`config.mk`:
```
export PLATFORM = sky130hd
export DESIGN_NAME = ysyx_lsu_l1d
export DESIGN_NICKNAME = d
export VERILOG_FILES = /design/src/rtl/ysyx_lsu_l1d.sv
export SDC_FILE = /design/constraint.sdc
export NUM_CORES = 1
export LEC_CHECK = 0
export ABC_AREA = 1
export BUFFER_PORTS_ARGS = -buffer_cell sky130_fd_sc_hd__buf_2
export CORE_MARGIN = 1.5
export CORE_UTILIZATION = 45
export CTS_CLUSTER_SIZE = 16
export DETAILED_ROUTE_END_ITERATION = 10
export GPL_ROUTABILITY_DRIVEN = 0
export PLACE_DENSITY = 0.65
export SYNTH_ARGS = -nofsm -noshare
export SYNTH_HDL_FRONTEND = slang
export SYNTH_SLANG_ARGS = --single-unit
```
`constraint.sdc`:
```
create_clock -name clk -period 6 [get_ports clk]
set_input_delay 1.2 -clock clk [delete_from_list [all_inputs] [get_ports clk]]
set_output_delay 1.2 -clock clk [all_outputs]
set_load 0.02 [all_outputs]
```
`src/rtl/ysyx_lsu_l1d.sv`:
```
// Load/store unit with a direct-mapped, write-through, write-update L1 data cache (one word per line).
// Optional macro YSYX_L1D_PERF_EN adds cacheable-load hit/miss counters (perf_hit_o, perf_miss_o).
module ysyx_lsu_l1d #(
  parameter int BIT_W   = 32,
  parameter int L1D_LEN = 2
) (
  input  logic             clk,
  input  logic             rst,
  input  logic             lsu_avalid,
  input  logic             ren,
  input  logic             wen,
  input  logic [BIT_W-1:0] addr,
  input  logic [3:0]       alu_op,
  input  logic [BIT_W-1:0] wdata,
  input  logic             flush_i,
  output logic [BIT_W-1:0] rdata_o,
  output logic             rvalid_o,
  output logic             wready_o,
  output logic [BIT_W-1:0] lsu_araddr_o,
  output logic             lsu_arvalid_o,
  output logic [7:0]       lsu_rstrb_o,
  input  logic [BIT_W-1:0] lsu_rdata,
  input  logic             lsu_rvalid,
  output logic [BIT_W-1:0] lsu_awaddr_o,
  output logic             lsu_awvalid_o,
  output logic [BIT_W-1:0] lsu_wdata_o,
  output logic [7:0]       lsu_wstrb_o,
  output logic             lsu_wvalid_o,
  input  logic             lsu_wready
`ifdef YSYX_L1D_PERF_EN
  ,
  output logic [31:0]      perf_hit_o,
  output logic [31:0]      perf_miss_o
`endif
);

  localparam logic [3:0] YSYX_ALU_OP_LB  = 4'd0;
  localparam logic [3:0] YSYX_ALU_OP_LH  = 4'd1;
  localparam logic [3:0] YSYX_ALU_OP_LW  = 4'd2;
  localparam logic [3:0] YSYX_ALU_OP_LBU = 4'd4;
  localparam logic [3:0] YSYX_ALU_OP_LHU = 4'd5;
  localparam logic [3:0] YSYX_ALU_OP_SB  = 4'd8;
  localparam logic [3:0] YSYX_ALU_OP_SH  = 4'd9;
  localparam logic [3:0] YSYX_ALU_OP_SW  = 4'd10;

  localparam int L1D_SIZE = 1 << L1D_LEN;
  localparam int IDX_W    = (L1D_LEN > 0) ? L1D_LEN : 1;
  localparam int TAG_W    = BIT_W - L1D_LEN - 2;

  typedef enum logic [1:0] {IDLE, LD_BUS, ST_BUS, RESP} state_t;

  state_t state_q, state_nx;

  function automatic logic [3:0] base_strb(input logic [3:0] op);
    case (op)
      YSYX_ALU_OP_LB, YSYX_ALU_OP_LBU, YSYX_ALU_OP_SB: base_strb = 4'h1;
      YSYX_ALU_OP_LH, YSYX_ALU_OP_LHU, YSYX_ALU_OP_SH: base_strb = 4'h3;
      default:                                        base_strb = 4'hf;
    endcase
  endfunction

  function automatic logic is_aligned(input logic [3:0] op, input logic [1:0] lo);
    case (base_strb(op))
      4'h1:    is_aligned = 1'b1;
      4'h3:    is_aligned = (lo[0] == 1'b0);
      default: is_aligned = (lo == 2'b00);
    endcase
  endfunction

  function automatic logic in_cache_range(input logic [BIT_W-1:0] a);
    in_cache_range = (a >= 32'h3000_0000 && a < 32'h4000_0000) ||
                     (a >= 32'h8000_0000 && a < 32'h8040_0000) ||
                     (a >= 32'hA000_0000 && a < 32'hC000_0000);
  endfunction

  // Cache storage
  logic [L1D_SIZE-1:0] valid_q;
  logic [TAG_W-1:0]    tag_q  [L1D_SIZE];
  logic [BIT_W-1:0]    data_q [L1D_SIZE];

  // Request capture
  logic [BIT_W-1:0] req_addr;
  logic [3:0]       req_op;
  logic [BIT_W-1:0] req_wdata;
  logic             req_load;
  logic             req_cache;
  logic [IDX_W-1:0] req_idx;
  logic [TAG_W-1:0] req_tag;
  logic [BIT_W-1:0] word_q;

  logic [IDX_W-1:0] idx_in;
  logic [TAG_W-1:0] tag_in;
  logic             cache_in;
  logic             hit_in;
  logic             accept;

  generate
    if (L1D_LEN == 0) begin : g_idx_none
      assign idx_in = '0;
    end else begin : g_idx
      assign idx_in = addr[L1D_LEN+1:2];
    end
  endgenerate

  assign tag_in   = addr[BIT_W-1:L1D_LEN+2];
  assign cache_in = in_cache_range(addr) && is_aligned(alu_op, addr[1:0]);
  assign hit_in   = cache_in && valid_q[idx_in] && (tag_q[idx_in] == tag_in);
  assign accept   = (state_q == IDLE) && lsu_avalid && (ren ^ wen);

  // Store datapath and line merge
  logic [BIT_W-1:0] st_wdata;
  logic [7:0]       st_strb;
  logic [BIT_W-1:0] st_merged;
  logic             fill_en;
  logic             upd_en;

  assign st_wdata = req_wdata << {req_addr[1:0], 3'b000};
  assign st_strb  = {4'b0000, base_strb(req_op)} << req_addr[1:0];
  assign fill_en  = (state_q == LD_BUS) && lsu_rvalid && req_cache;
  assign upd_en   = (state_q == ST_BUS) && lsu_wready && req_cache &&
                    valid_q[req_idx] && (tag_q[req_idx] == req_tag);

  always_comb begin
    st_merged = data_q[req_idx];
    for (int unsigned b = 0; b < 4; b++) begin
      if (st_strb[b]) st_merged[8*b +: 8] = st_wdata[8*b +: 8];
    end
  end

  // FSM: state register
  always_ff @(posedge clk) begin
    if (!rst) state_q <= IDLE;
    else      state_q <= state_nx;
  end

  // FSM: next state
  always_comb begin
    state_nx = state_q;
    case (state_q)
      IDLE: begin
        if (accept) begin
          if (wen)         state_nx = ST_BUS;
          else if (hit_in) state_nx = RESP;
          else             state_nx = LD_BUS;
        end
      end
      LD_BUS:  if (lsu_rvalid) state_nx = RESP;
      ST_BUS:  if (lsu_wready) state_nx = RESP;
      RESP:    state_nx = IDLE;
      default: state_nx = IDLE;
    endcase
  end

  always_ff @(posedge clk) begin
    if (!rst) begin
      req_addr  <= '0;
      req_op    <= '0;
      req_wdata <= '0;
      req_load  <= 1'b0;
      req_cache <= 1'b0;
      req_idx   <= '0;
      req_tag   <= '0;
      word_q    <= '0;
    end else begin
      if (accept) begin
        req_addr  <= addr;
        req_op    <= alu_op;
        req_wdata <= wdata;
        req_load  <= ren;
        req_cache <= cache_in;
        req_idx   <= idx_in;
        req_tag   <= tag_in;
        word_q    <= data_q[idx_in];
      end
      if ((state_q == LD_BUS) && lsu_rvalid) word_q <= lsu_rdata;
    end
  end

  // Flush takes priority over a same-cycle fill so the line stays invalid
  always_ff @(posedge clk) begin
    if (!rst)          valid_q <= '0;
    else if (flush_i)  valid_q <= '0;
    else if (fill_en)  valid_q[req_idx] <= 1'b1;
  end

  always_ff @(posedge clk) begin
    if (rst && !flush_i) begin
      if (fill_en) begin
        tag_q[req_idx]  <= req_tag;
        data_q[req_idx] <= lsu_rdata;
      end else if (upd_en) begin
        data_q[req_idx] <= st_merged;
      end
    end
  end

`ifdef YSYX_L1D_PERF_EN
  always_ff @(posedge clk) begin
    if (!rst) begin
      perf_hit_o  <= '0;
      perf_miss_o <= '0;
    end else if (accept && ren && cache_in) begin
      if (hit_in) perf_hit_o  <= perf_hit_o + 32'd1;
      else        perf_miss_o <= perf_miss_o + 32'd1;
    end
  end
`endif

  // FSM: outputs
  logic [BIT_W-1:0] ld_shift;
  assign ld_shift = word_q >> {req_addr[1:0], 3'b000};

  always_comb begin
    rdata_o       = '0;
    rvalid_o      = 1'b0;
    wready_o      = 1'b0;
    lsu_araddr_o  = '0;
    lsu_arvalid_o = 1'b0;
    lsu_rstrb_o   = '0;
    lsu_awaddr_o  = '0;
    lsu_awvalid_o = 1'b0;
    lsu_wdata_o   = '0;
    lsu_wstrb_o   = '0;
    lsu_wvalid_o  = 1'b0;
    case (state_q)
      LD_BUS: begin
        lsu_arvalid_o = 1'b1;
        if (req_cache) begin
          lsu_araddr_o = {req_addr[BIT_W-1:2], 2'b00};
          lsu_rstrb_o  = 8'h0f;
        end else begin
          lsu_araddr_o = req_addr;
          lsu_rstrb_o  = {4'b0000, base_strb(req_op)};
        end
      end
      ST_BUS: begin
        lsu_awvalid_o = 1'b1;
        lsu_wvalid_o  = 1'b1;
        lsu_awaddr_o  = req_addr;
        lsu_wdata_o   = st_wdata;
        lsu_wstrb_o   = st_strb;
      end
      RESP: begin
        if (req_load) begin
          rvalid_o = 1'b1;
          case (req_op)
            YSYX_ALU_OP_LB:  rdata_o = {{(BIT_W-8){ld_shift[7]}}, ld_shift[7:0]};
            YSYX_ALU_OP_LBU: rdata_o = {{(BIT_W-8){1'b0}}, ld_shift[7:0]};
            YSYX_ALU_OP_LH:  rdata_o = {{(BIT_W-16){ld_shift[15]}}, ld_shift[15:0]};
            YSYX_ALU_OP_LHU: rdata_o = {{(BIT_W-16){1'b0}}, ld_shift[15:0]};
            default:         rdata_o = ld_shift;
          endcase
        end else begin
          wready_o = 1'b1;
        end
      end
      default: ;
    endcase
  end

endmodule
```
==> flow_summary_export.csv <==
group,metric,value,unit
flow_run,maxCapViolCount,0,
logic_synthesis,syn_inst,2198,
place,dp_cells,2851,
cells_and_area,multi_input_area,7130,um^2
logic_synthesis,yosys.area_share.simple,24.7,%
global_routing,grt_pass1_vias,15700,
logic_synthesis,synth_compound_area_share,14.0,%
global_routing,grt_use_met2,43.9,%
worst_setup_path,arrival,3.98,ns
power,power,7.79,mW
global_routing,grt-busiest-layer,"met2",
logic_synthesis,synth_seq_area_share,52.7,%
route,drtPass1Iterations,8,
die,die_w,202,um
run_status,outcome,"finished, final reports clean",
logic_synthesis,synth_top_area_share,40.3,%
worst_setup_path,crit_type,"reg2out",
cells_and_area,fin_nets,2487,
power,ir_drop,0.000245,V
die,coreArea,38900,um^2
die,start_util,45.9,%
cts,post_cts_buffers,0,
logic_synthesis,synth.avg_cell_area,8.13,um^2
worst_setup_path,endpoint_kind,"output pin",
cells_and_area,regArea,9410,um^2
route,viasPerCell,5.62,
timing,finalSetupViolCount,0,
route,detail-route-antenna-nets,0,
global_routing,antenna_found_initial,1,
cells_and_area,final_area,20800,um^2
cts,clock_path_buffers,3,
route,postRouteWirelength,60100,um
logic_synthesis,synthAdderAreaFrac,0.350,%
cells_and_area,final_cell_mix,"nand2_1, buf_2, edfxtp_1, nand3_1, inv_1",
global_routing,overflow,0,
logic_synthesis,synth_seq_cells,350,
cells_and_area,n_fill_cell,3663,
global_routing,use_met3,7.00,%
cells_and_area,syn_to_final_growth,16.2,%
place,io_buffers,251,
die,rows,72,
cells_and_area,instances_no_fill,2924,
timing,setup_ws,0.819,ns
worst_setup_path,crit_path_max_fanout,32,
cts,cts_buffers,39,
timing,tightest_slew,1.07,ns
logic_synthesis,synth_warnings,0,
logic_synthesis,synth_top_family_by_area,"simple AND/OR/NAND/NOR gates",
logic_synthesis,synth_area_leaders,"edfxtp_1, nand2_1, dfxtp_1, nand3_1, a21oi_1",
timing,fin_crit,5.18,ns
route,vias,16400,
power,power_density,375,nW/um^2
cts,cts.sink_count,350,
timing,fin_skew,0.0240,ns
timing,fin_setup_tns,0,ns
cts,cts_resized,0,
cts,clock_latency,0.58,ns
place,dp_hpwl,41500,um
cts,cts_tree,"done",
logic_synthesis,syn_area,17900,um^2
global_routing,grt_pass1_wl,91400,um
global_routing,grt_usage,29.0,%
route,drc,0,
die,die_area,40900,um^2
cells_and_area,layout_commonest_cell,"nand2_1",
global_routing,grt_max_degree,87,
cells_and_area,drive_gt1_share,16.3,%
logic_synthesis,ys_types,40,
logic_synthesis,synth-xor-area-share,0.588,%
logic_synthesis,synthMuxAreaShare,0,%
cts,clockRootBuffer,"clkbuf_16",
cells_and_area,fin_util,53.4,%
hold_path,hold_path.class,"reg2reg",
global_routing,use_met1,40.3,%
timing,fmaxAchievable,0.193,GHz
route,initialDrtViolationCount,1974,
place,place_ws,1.50,ns
die,die_h,202,um
timing,period_share,86.3,%
timing,rsz0062_at_grt,"no",
die,io_pins,257,
power,leakage,9.19,nW
timing,finalHoldViolCount,0,
logic_synthesis,synth_top_area_cell,"edfxtp_1",
place,post_dp_cell_area,19400,um^2
timing,max-slew-margin-rel,28.4,%
worst_setup_path,critPathLaunchType,"flip-flop",
cts,ctsHoldBuffers,0,
cts,clk_pin_slew,0.06,ns
cts,h-tree-depth,2,
worst_setup_path,required,4.80,ns
timing,finalMaxSlewViolations,0,
route,wl_per_cell,20.5,um
timing,whs,0.473,ns
[power breakdown]
group,total (mW),switching (mW),internal [mW]
sequential,3.05,0.261,2.79
clock,2.58,1.02,1.55
combinational,2.16,1.54,0.619
[cells in the mapped netlist, drive strengths merged]
cell and n:
o311ai 1, and2 1, nand3 204, nand3b 6, o21ai 130, o221ai 7
nand4 6, o21a 8, edfxtp 240, buf 57, a31oi 7, o22ai 4
a221oi 32, nor3 22, nand2 648, ha 5, nor3b 1, xor2 7
clkinv 3, a211oi 56, dfxtp 110, xnor2 5, inv 189, o211ai 17
nor2b 2, nor2 152, conb 1, a32oi 1, clkbuf 91, a21oi 162
or2 23
[kinds of logic (layout without fill, tap and decap cells)]
family,Yosys count,in the layout
simple gates,1065,1065
compound gates,425,425
flops,350,350
buf+inv,340,543
xor+xnor,12,12
fa+ha+maj,5,5
other cells,1,6
[state kept, by name, summed over array words and instances, names as in the netlist, named ones only]
signal	cells
data_q	128
tag_q	112
req_addr	32
req_wdata	32
word_q	32
req_op	4
valid_q	4
state_q	2
req_cache	1
req_load	1
[cell type report]
| cell class | instances | area share [%] |
|---|---|---|
| inverter | 192 | 3.48 |
| sequential | 350 | 45.3 |
| antenna | 1 | 0.0120 |
| tap | 518 | 3.12 |
| timing repair buffer | 279 | 7.07 |
| clock inverter | 20 | 1.17 |
| multi-input combinational | 1512 | 34.3 |
| clock buffer | 52 | 5.48 |
[path summary, 6_finish.rpt]
kind	startpoint	endpoint	slack, ns	cells past startpoint
min	req_wdata[11]	req_wdata[11]	0.47	2
min reg2reg	req_wdata[11]	req_wdata[11]	0.47	2
max	req_addr[1]	rdata_o[26]	0.82	8
max reg2reg	flip-flop	data_q[1][14]	1.86	12
[worst max-delay path, cell delays in order (launching register included)]
cell and delay, ns:
dfxtp_1 0.73, inv_1 0.55, buf_4 0.40, nor2_1 0.17
a32oi_1 0.09, o311ai_0 0.37, nand2_1 0.43, a21oi_1 0.43
buf_2 0.24
[routing by layer]
layer	vias up	routed length (um)	share of wire (%)
met3	147	6070	10
met2	821	26500	44
met5	-	0	0
met1	7727	25400	42
li1	7752	-	-
met4	0	2100	3.5
(Power assumes the default switching activity.)
